### src/rtl/ps2_letter_receiver.sv
// PS/2 keyboard front end: receives set-2 frames and turns letter make codes
// into a one-cycle pressed strobe with a 0-25 letter index.
//
// state    | meaning
// ---------+-----------------------------------------------
// S_IDLE   | waiting for a start bit (PS2_DAT low on edge)
// S_DATA   | shifting in 8 data bits, LSB first
// S_PARITY | sampling the odd-parity bit
// S_STOP   | sampling the stop bit, then validating the byte
module ps2_letter_receiver #(
    parameter int TIMEOUT_CYCLES = 50000
) (
    input  logic       clk,
    input  logic       reset,
    input  logic       PS2_CLK,
    input  logic       PS2_DAT,
    output logic       pressed,
    output logic [4:0] inputLetter,
    output logic [7:0] scan_code,
    output logic       frame_error
);

    localparam int TW = $clog2(TIMEOUT_CYCLES + 1);

    localparam logic [1:0] S_IDLE   = 2'd0;
    localparam logic [1:0] S_DATA   = 2'd1;
    localparam logic [1:0] S_PARITY = 2'd2;
    localparam logic [1:0] S_STOP   = 2'd3;

    logic          ps2_clk_s1, ps2_clk_s2, ps2_clk_prev;
    logic          ps2_dat_s1, ps2_dat_s2;
    logic          ps2_fall;
    logic [1:0]    state;
    logic [2:0]    bit_cnt;
    logic [7:0]    shift_reg;
    logic          parity_ok;
    logic [TW-1:0] tmo_cnt;
    logic          tmo_hit;
    logic          byte_valid;
    logic          ext_pending, break_pending;
    logic          held_valid;
    logic [7:0]    held_code;
    logic [5:0]    lookup;

    function automatic logic [5:0] letter_lookup(input logic [7:0] code);
        logic [5:0] res;
        res = 6'd0;
        case (code)
            8'h1C: res = {1'b1, 5'd0};
            8'h32: res = {1'b1, 5'd1};
            8'h21: res = {1'b1, 5'd2};
            8'h23: res = {1'b1, 5'd3};
            8'h24: res = {1'b1, 5'd4};
            8'h2B: res = {1'b1, 5'd5};
            8'h34: res = {1'b1, 5'd6};
            8'h33: res = {1'b1, 5'd7};
            8'h43: res = {1'b1, 5'd8};
            8'h3B: res = {1'b1, 5'd9};
            8'h42: res = {1'b1, 5'd10};
            8'h4B: res = {1'b1, 5'd11};
            8'h3A: res = {1'b1, 5'd12};
            8'h31: res = {1'b1, 5'd13};
            8'h44: res = {1'b1, 5'd14};
            8'h4D: res = {1'b1, 5'd15};
            8'h15: res = {1'b1, 5'd16};
            8'h2D: res = {1'b1, 5'd17};
            8'h1B: res = {1'b1, 5'd18};
            8'h2C: res = {1'b1, 5'd19};
            8'h3C: res = {1'b1, 5'd20};
            8'h2A: res = {1'b1, 5'd21};
            8'h1D: res = {1'b1, 5'd22};
            8'h22: res = {1'b1, 5'd23};
            8'h35: res = {1'b1, 5'd24};
            8'h1A: res = {1'b1, 5'd25};
            default: res = 6'd0;
        endcase
        return res;
    endfunction

    // Synchronisers reset to the idle-high line level so reset never fakes an edge.
    always_ff @(posedge clk or posedge reset) begin
        if (reset) begin
            ps2_clk_s1   <= 1'b1;
            ps2_clk_s2   <= 1'b1;
            ps2_clk_prev <= 1'b1;
            ps2_dat_s1   <= 1'b1;
            ps2_dat_s2   <= 1'b1;
        end else begin
            ps2_clk_s1   <= PS2_CLK;
            ps2_clk_s2   <= ps2_clk_s1;
            ps2_clk_prev <= ps2_clk_s2;
            ps2_dat_s1   <= PS2_DAT;
            ps2_dat_s2   <= ps2_dat_s1;
        end
    end

    assign ps2_fall = ps2_clk_prev & ~ps2_clk_s2;
    assign tmo_hit  = (state != S_IDLE) && !ps2_fall && (tmo_cnt == TW'(TIMEOUT_CYCLES));

    always_ff @(posedge clk or posedge reset) begin
        if (reset) begin
            state       <= S_IDLE;
            bit_cnt     <= 3'd0;
            shift_reg   <= 8'h00;
            parity_ok   <= 1'b0;
            tmo_cnt     <= '0;
            byte_valid  <= 1'b0;
            frame_error <= 1'b0;
        end else begin
            byte_valid  <= 1'b0;
            frame_error <= 1'b0;
            if (ps2_fall || state == S_IDLE) begin
                tmo_cnt <= '0;
            end else begin
                tmo_cnt <= tmo_cnt + TW'(1);
            end
            if (tmo_hit) begin
                state       <= S_IDLE;
                frame_error <= 1'b1;
            end else if (ps2_fall) begin
                case (state)
                    S_IDLE: begin
                        if (!ps2_dat_s2) begin
                            state   <= S_DATA;
                            bit_cnt <= 3'd0;
                        end
                    end
                    S_DATA: begin
                        shift_reg <= {ps2_dat_s2, shift_reg[7:1]};
                        bit_cnt   <= bit_cnt + 3'd1;
                        if (bit_cnt == 3'd7) begin
                            state <= S_PARITY;
                        end
                    end
                    S_PARITY: begin
                        parity_ok <= ^{shift_reg, ps2_dat_s2};
                        state     <= S_STOP;
                    end
                    default: begin
                        if (ps2_dat_s2 && parity_ok) begin
                            byte_valid <= 1'b1;
                        end else begin
                            frame_error <= 1'b1;
                        end
                        state <= S_IDLE;
                    end
                endcase
            end
        end
    end

    // shift_reg is stable while byte_valid is high: the next frame's data edges are far away.
    assign lookup = letter_lookup(shift_reg);

    always_ff @(posedge clk or posedge reset) begin
        if (reset) begin
            pressed       <= 1'b0;
            inputLetter   <= 5'd0;
            scan_code     <= 8'h00;
            ext_pending   <= 1'b0;
            break_pending <= 1'b0;
            held_valid    <= 1'b0;
            held_code     <= 8'h00;
        end else begin
            pressed <= 1'b0;
            if (byte_valid) begin
                scan_code <= shift_reg;
                if (shift_reg == 8'hE0) begin
                    ext_pending <= 1'b1;
                end else if (shift_reg == 8'hF0) begin
                    break_pending <= 1'b1;
                end else if (break_pending) begin
                    if (held_valid && shift_reg == held_code) begin
                        held_valid <= 1'b0;
                    end
                    break_pending <= 1'b0;
                    ext_pending   <= 1'b0;
                end else if (ext_pending) begin
                    ext_pending <= 1'b0;
                end else if (lookup[5] && !(held_valid && shift_reg == held_code)) begin
                    pressed     <= 1'b1;
                    inputLetter <= lookup[4:0];
                    held_valid  <= 1'b1;
                    held_code   <= shift_reg;
                end
            end
        end
    end

endmodule

### config.mk
export PLATFORM = sky130hd
export DESIGN_NAME = ps2_letter_receiver
export DESIGN_NICKNAME = d
export VERILOG_FILES = /design/src/rtl/ps2_letter_receiver.sv
export SDC_FILE = /design/constraint.sdc
export NUM_CORES = 1
export LEC_CHECK = 0
export ABC_CLOCK_PERIOD_IN_PS = 3400
export CAP_MARGIN = 20
export CORE_ASPECT_RATIO = 1.5
export CORE_MARGIN = 10
export CORE_UTILIZATION = 40
export DETAILED_ROUTE_END_ITERATION = 7
export PLACE_DENSITY = 0.62
export SLEW_MARGIN = 20
export SYNTH_ARGS = -nofsm -noshare
export SYNTH_HDL_FRONTEND = slang
export SYNTH_SLANG_ARGS = --single-unit
### constraint.sdc
create_clock -name clk -period 3.4 [get_ports clk]
set_clock_uncertainty 0.05 [all_clocks]
set_input_delay 0.34 -clock clk [delete_from_list [all_inputs] [get_ports clk]]
set_output_delay 0.34 -clock clk [all_outputs]
set_load 0.05 [all_outputs]
==> results of run 1 <==
report_power, final:
| part | internal [mW] | switching, mW |
|---|---|---|
| clock | 0.662 | 0.314 |
| sequential | 0.837 | 0.194 |
| combinational | 0.353 | 0.464 |
| total | 1.85 | 0.972 |
metal layers:
| metal | wire (um) | track usage [%] |
|---|---|---|
| met5 | 0 | 0 |
| met4 | 152 | 6.34 |
| met3 | 306 | 2.91 |
| met2 | 3560 | 20.0 |
| met1 | 2940 | 13.3 |
how the worst max path moves through the flow:
| stage | to | depth (start not counted) | slack [ns] | from |
|---|---|---|---|---|
| 2_1_floorplan | held_code[0] | 8 | 1.29 | shift_reg[2] |
| 3_3_place_gp | held_code[4] | 7 | 0.78 | shift_reg[2] |
| 3_5_place_dp | held_code[2] | 7 | 0.72 | shift_reg[2] |
| 4_1_cts | held_code[3] | 7 | 0.70 | shift_reg[2] |
| 5_1_grt | held_code[3] | 7 | 0.53 | shift_reg[2] |
| 6_report | held_code[3] | 7 | 0.70 | shift_reg[2] |
kinds of logic after synthesis:
kind of cell | share of synthesized area, %
xor+xnor | 7.03
mux | 7.51
simple gates | 17.9
fa+ha+maj | 3.94
buf+inv | 5.17
flops | 46.3
compound gates | 12.1
cell type report:
| type | count | area, um2 | share of cell area (%) |
|---|---|---|---|
| clock inverter | 3 | 67.6 | 1.71 |
| clock buffer | 13 | 250 | 6.35 |
| timing repair buffer | 24 | 225 | 5.71 |
| tap | 105 | 131 | 3.33 |
| sequential | 62 | 1560 | 39.5 |
| inverter | 21 | 78.8 | 2.00 |
| multi-input combinational | 227 | 1630 | 41.4 |
synthesized netlist by cell type, drive strengths merged, types with 2 or more instances:
cell type	number	share of area [%]
a211oi	2	0.45
a21oi	12	1.8
a41oi	2	0.52
and2	3	0.56
and2b	2	0.45
buf	9	1.7
clkbuf	10	1.1
dfrtp	57	42
dfstp	5	3.9
ha	9	3.3
inv	21	2.3
maj3	2	0.60
mux2	19	6.9
mux2i	2	0.60
nand2	23	2.6
nand2b	3	0.56
nand3	9	1.3
nand4	9	1.7
nor2	23	2.6
nor2b	10	1.9
nor3	7	1.0
nor3b	5	1.4
nor4	2	0.37
nor4b	2	0.52
nor4bb	2	0.60
o211ai	2	0.45
o21ai	23	3.4
o32ai	2	1.3
or2	2	0.37
or3	5	1.1
xnor2	10	2.6
xor2	17	4.4
worst max-delay path, delay by kind of cell (launching register included):
kind	cells	cell delay, ns
AOI/OAI and AO/OA	3	0.83
DFF	1	0.65
muxes	1	0.41
adders and majority gates	1	0.37
buffers and inverters	1	0.18
and+or+nand+nor	1	0.09
==> results.sh, run 1 <==
export IMPL_dieArea_um2=12600
export IMPL_route_detailed_drc=0
export IMPL_setup_slack_ns=0.699
export IMPL_largest_reg_flops=16
export IMPL_layout_nets=358
export IMPL_period_needed_ns=2.70
export IMPL_worstPathRequired_ns=3.56
export IMPL_dp_hpwl_mm=4.90
export IMPL_cts_hold_buf=0
export IMPL_maxSlewHeadroom_pct=53.2
export IMPL_worstSetupPathType="flop to flop"
export IMPL_ys_flop_type="dfrtp_1"
export IMPL_synth_cell_types=56
export IMPL_chipHeight_um=132
export IMPL_crit_path_end_kind="flop"
export IMPL_reg2reg_from="shift_reg[2]"
export IMPL_antenna_found_initial=0
export IMPL_io_pins=19
export IMPL_reg2reg_depth=7
export IMPL_max_stage_delay_ns=0.65
export IMPL_synth_area_um2=3360
export IMPL_grt_pass1_vias=2523
export IMPL_rows=40
export IMPL_place_area_um2=3620
export IMPL_initial_core_util_pct=41.5
export IMPL_cts_sinks=62
export IMPL_rsz0062_at_grt="false"
export IMPL_worstPathCellList="inv_1 -> ha_1 -> nor2b_1 -> o21ai_0 -> a32oi_2 -> o2111ai_4 -> mux2_2"
export IMPL_hp_class="primary input to asynchronous set/reset pin"
export IMPL_fillers=735
export IMPL_synthCells=329
export IMPL_die_w_um=94.9
export IMPL_async_flop_share_pct=100
export IMPL_largest_register="tmo_cnt"
export IMPL_drive_above_1_share_pct=15.7
export IMPL_dp_cells=439
export IMPL_final_common_cell="dfrtp_1"
export IMPL_clock_path_buffers=2
export IMPL_grt_max_degree=23
export IMPL_wl_per_cell_um=15.3
export IMPL_synthesis_nets=342
export IMPL_max_freq_mhz=370
export IMPL_cts_setup_buffers=0
export IMPL_postLayoutCellArea_um2=3940
export IMPL_outcome="finished clean"
export IMPL_cp_slowest_cell="dfrtp_1"
export IMPL_ys_ff_latch=62
export IMPL_syn_to_final_growth_pct=17.2
export IMPL_n_antenna_cell=0
export IMPL_avgViaCountPerCell=5.36
export IMPL_grt_overflow=0
export IMPL_finalCritPeriodShare_pct=79.5
export IMPL_slew_viol_final=0
export IMPL_seq_area_frac_synth_pct=46.3
export IMPL_reg2reg_slack_ns=0.70
export IMPL_power_mw=2.82
export IMPL_power_density_nw_per_um2=716
export IMPL_grt_pass1_wl_mm=12.2
export IMPL_cp_arrival_ns=2.86
export IMPL_worstSetupStartpointType="flop"
export IMPL_hold_slack_ns=0.289
export IMPL_drv_cap=0
export IMPL_post_place_ws_ns=0.719
export IMPL_worstReg2RegEnd="held_code[3]"
export IMPL_finalSetupTns_ns=0
export IMPL_ant_nets=0
export IMPL_port_buffers=18
export IMPL_cp_max_fo=17
export IMPL_layout_common_cells="dfrtp_1, nor2_1, nand2_1, o21ai_0, inv_1"
export IMPL_avgSynthCellArea_um2=10.2
export IMPL_track_usage_pct=11.9
export IMPL_dr_pass1_iters=4
export IMPL_insertion_delay_ns=0.33
export IMPL_wl_mm=6.97
export IMPL_instances_no_fill=455
export IMPL_path_clk_slew_ns=0.05
export IMPL_core_area_um2=8110
export IMPL_place_congestion=0.826
export IMPL_cts_tree="yes"
export IMPL_htree_levels=3
export IMPL_cts_root_buf="clkbuf_16"
export IMPL_cts_resized=0
export IMPL_yosysWarnings=0
export IMPL_leakage_nw=1.71
export IMPL_final_hold_viol_count=0
export IMPL_drt_iter0_markers=138
export IMPL_synth_edf_count=0
export IMPL_finalSetupViolCount=0
export IMPL_worst_pin_slew_ns=0.702
export IMPL_ir_drop_v=0.000488
export IMPL_vias=2440
export IMPL_final_util_pct=48.6
export IMPL_cts_buffers=9
(Power assumes the default switching activity.)
==> run 2, diff against run 1 <==
--- a/config.mk
+++ b/config.mk
@@ -5,13 +5,13 @@
 export SDC_FILE = /design/constraint.sdc
 export NUM_CORES = 1
 export LEC_CHECK = 0
-export ABC_CLOCK_PERIOD_IN_PS = 3400
+export ABC_CLOCK_PERIOD_IN_PS = 2230
 export CAP_MARGIN = 20
 export CORE_ASPECT_RATIO = 1.5
 export CORE_MARGIN = 10
 export CORE_UTILIZATION = 40
 export DETAILED_ROUTE_END_ITERATION = 7
-export PLACE_DENSITY = 0.62
+export PLACE_DENSITY = 0.64
 export SLEW_MARGIN = 20
 export SYNTH_ARGS = -nofsm -noshare
 export SYNTH_HDL_FRONTEND = slang
==> constraint.sdc (replaced) <==
create_clock -name clk -period 2.23 [get_ports clk]
set_clock_uncertainty 0.05 [all_clocks]
set_input_delay 0.223 -clock clk [delete_from_list [all_inputs] [get_ports clk]]
set_output_delay 0.223 -clock clk [all_outputs]
set_load 0.05 [all_outputs]
==> results.sh, run 2 (synthesis results as in run 1) <==
export IMPL_outcome="finished clean"
export IMPL_p_int_mw=2.79
export IMPL_die_w_um=94.9
export IMPL_avgViaCountPerCell=5.24
export IMPL_io_pins=19
export IMPL_dieArea_um2=12600
export IMPL_crit_path_end_kind="flop"
export IMPL_grt_max_degree=45
export IMPL_dr_pass1_iters=4
export IMPL_largest_register="tmo_cnt"
export IMPL_place_congestion=0.848
export IMPL_rows=40
export IMPL_finalCritPeriodShare_pct=96.1
export IMPL_rsz0062_at_grt="false"
export IMPL_switchingPower_mw=1.54
export IMPL_combPwrFrac_pct=36.4
export IMPL_port_buffers=18
export IMPL_worstPathRequired_ns=2.40
export IMPL_worstSetupPathType="flop to flop"
export IMPL_hold_slack_ns=0.158
export IMPL_initial_core_util_pct=41.5
export IMPL_seq_power_share_pct=33.6
export IMPL_power_mw=4.33
export IMPL_insertion_delay_ns=0.33
export IMPL_cts_tree="yes"
export IMPL_instances_no_fill=479
export IMPL_antenna_found_initial=0
export IMPL_htree_levels=3
export IMPL_final_common_cell="dfrtp_1"
export IMPL_sw_frac_of_total_pct=35.5
export IMPL_cp_max_fo=9
export IMPL_path_clk_slew_ns=0.05
export IMPL_regArea_um2=1560
export IMPL_cp_arrival_ns=2.31
export IMPL_n_antenna_cell=0
export IMPL_layout_common_cells="dfrtp_1, buf_4, nor2_1, nand2_1, o21ai_0"
export IMPL_dp_hpwl_mm=5.39
export IMPL_wl_per_cell_um=15.7
export IMPL_largest_reg_flops=16
export IMPL_cts_buffers=9
export IMPL_grt_pass1_vias=2680
export IMPL_drive_above_1_share_pct=23.3
export IMPL_p_clk_share_pct=29.9
export IMPL_ir_drop_v=0.000686
export IMPL_drv_cap=0
export IMPL_cts_sinks=62
export IMPL_track_usage_pct=12.9
export IMPL_grt_overflow=0
export IMPL_clock_path_buffers=2
export IMPL_vias=2511
export IMPL_power_density_nw_per_um2=1040
export IMPL_route_detailed_drc=0
export IMPL_multi_input_area_um2=1630
export IMPL_hp_class="primary input to asynchronous set/reset pin"
export IMPL_leakage_nw=1.84
export IMPL_maxSlewHeadroom_pct=65.4
export IMPL_period_needed_ns=2.14
export IMPL_ant_nets=0
export IMPL_dp_cells=459
export IMPL_slew_viol_final=0
export IMPL_drt_iter0_markers=111
export IMPL_setup_slack_ns=0.0880
export IMPL_cts_root_buf="clkbuf_16"
export IMPL_chipHeight_um=132
export IMPL_finalSetupViolCount=0
export IMPL_max_freq_mhz=467
export IMPL_fillers=772
export IMPL_core_area_um2=8110
export IMPL_final_hold_viol_count=0
export IMPL_worst_pin_slew_ns=0.517
export IMPL_grt_pass1_wl_mm=12.9
export IMPL_wl_mm=7.50
export IMPL_worstSetupStartpointType="flop"
export IMPL_post_place_ws_ns=-0.0477
export IMPL_layout_nets=382
export IMPL_syn_to_final_growth_pct=23.7
run 2: changes by cell type in the layout (fill, tap and decap cells not counted), sizes merged:
cell	change
buf	+23
bufinv	-2
clkbuf	-1
clkinv	+3
clkinvlp	+1
run 2: per-layer routing:
layer | vias to the layer above | track usage, % | share of wire (%)
li1 | 1218 | - | -
met4 | 0 | 6.76 | 3.6
met1 | 1222 | 14.0 | 40
met5 | - | 0 | 0
met2 | 51 | 21.6 | 52
met3 | 20 | 3.82 | 4.2
run 2: per-stage QoR:
step	utilization (%)	instance area, um2	TNS [ns]
floorplan	-	3360	0
global placement	46.9	3800	0
detailed placement	46.9	3800	-0.246
CTS	50.6	4110	0
global route	51.3	4160	0
finish	51.3	4160	0
run 2: critical path: stages, from the launching register on:
cell and delay [ns]:
dfrtp_1 0.40, buf_4 0.17, and2b_1 0.18, o32ai_2 0.28, a32oi_2 0.17, o2111ai_4 0.28, clkbuf_16 0.21, mux2_4 0.29
run 2: cell type report:
| cell class | count | area share (%) |
|---|---|---|
| Clock inverter | 5 | 0.812 |
| Clock buffer | 11 | 6.07 |
| Sequential cell | 62 | 37.6 |
| Inverter | 21 | 1.89 |
| Tap cell | 105 | 3.16 |
| Multi-Input combinational cell | 227 | 39.3 |
| Timing Repair Buffer | 48 | 11.2 |
run 2: what timing repair did:
action | in CTS | in global routing
cloned | 0 | 1
pin swaps | 1 | 4
resized for setup | 0 | 7
hold buffers | 0 | 0
setup buffers | 1 | 2
endpoints found under the setup margin | 7 | 12
run 2: worst paths after layout:
check                              from  slack, ns        endpoint  cells after the start
max in group asynchronous         reset       1.40    shift_reg[3]                      3
hold / removal                    reset       0.16      bit_cnt[0]                      2
hold reg to reg              ps2_dat_s1       0.30      ps2_dat_s2                      0
min in group clk                PS2_DAT       0.26      ps2_dat_s1                      1
setup reg to reg           shift_reg[1]       0.09  inputLetter[2]                      7
setup / recovery           shift_reg[1]       0.09  inputLetter[2]                      7
run 2: power by group through the flow:
stage | sequential [mW] | combinational, mW | clock [mW]
floorplan | 1.43 | 1.09 | 0
global placement | 1.47 | 1.50 | 0
detailed placement | 1.48 | 1.53 | 0
CTS | 1.46 | 1.54 | 1.33
global route | 1.48 | 1.74 | 1.39
finish | 1.46 | 1.58 | 1.30
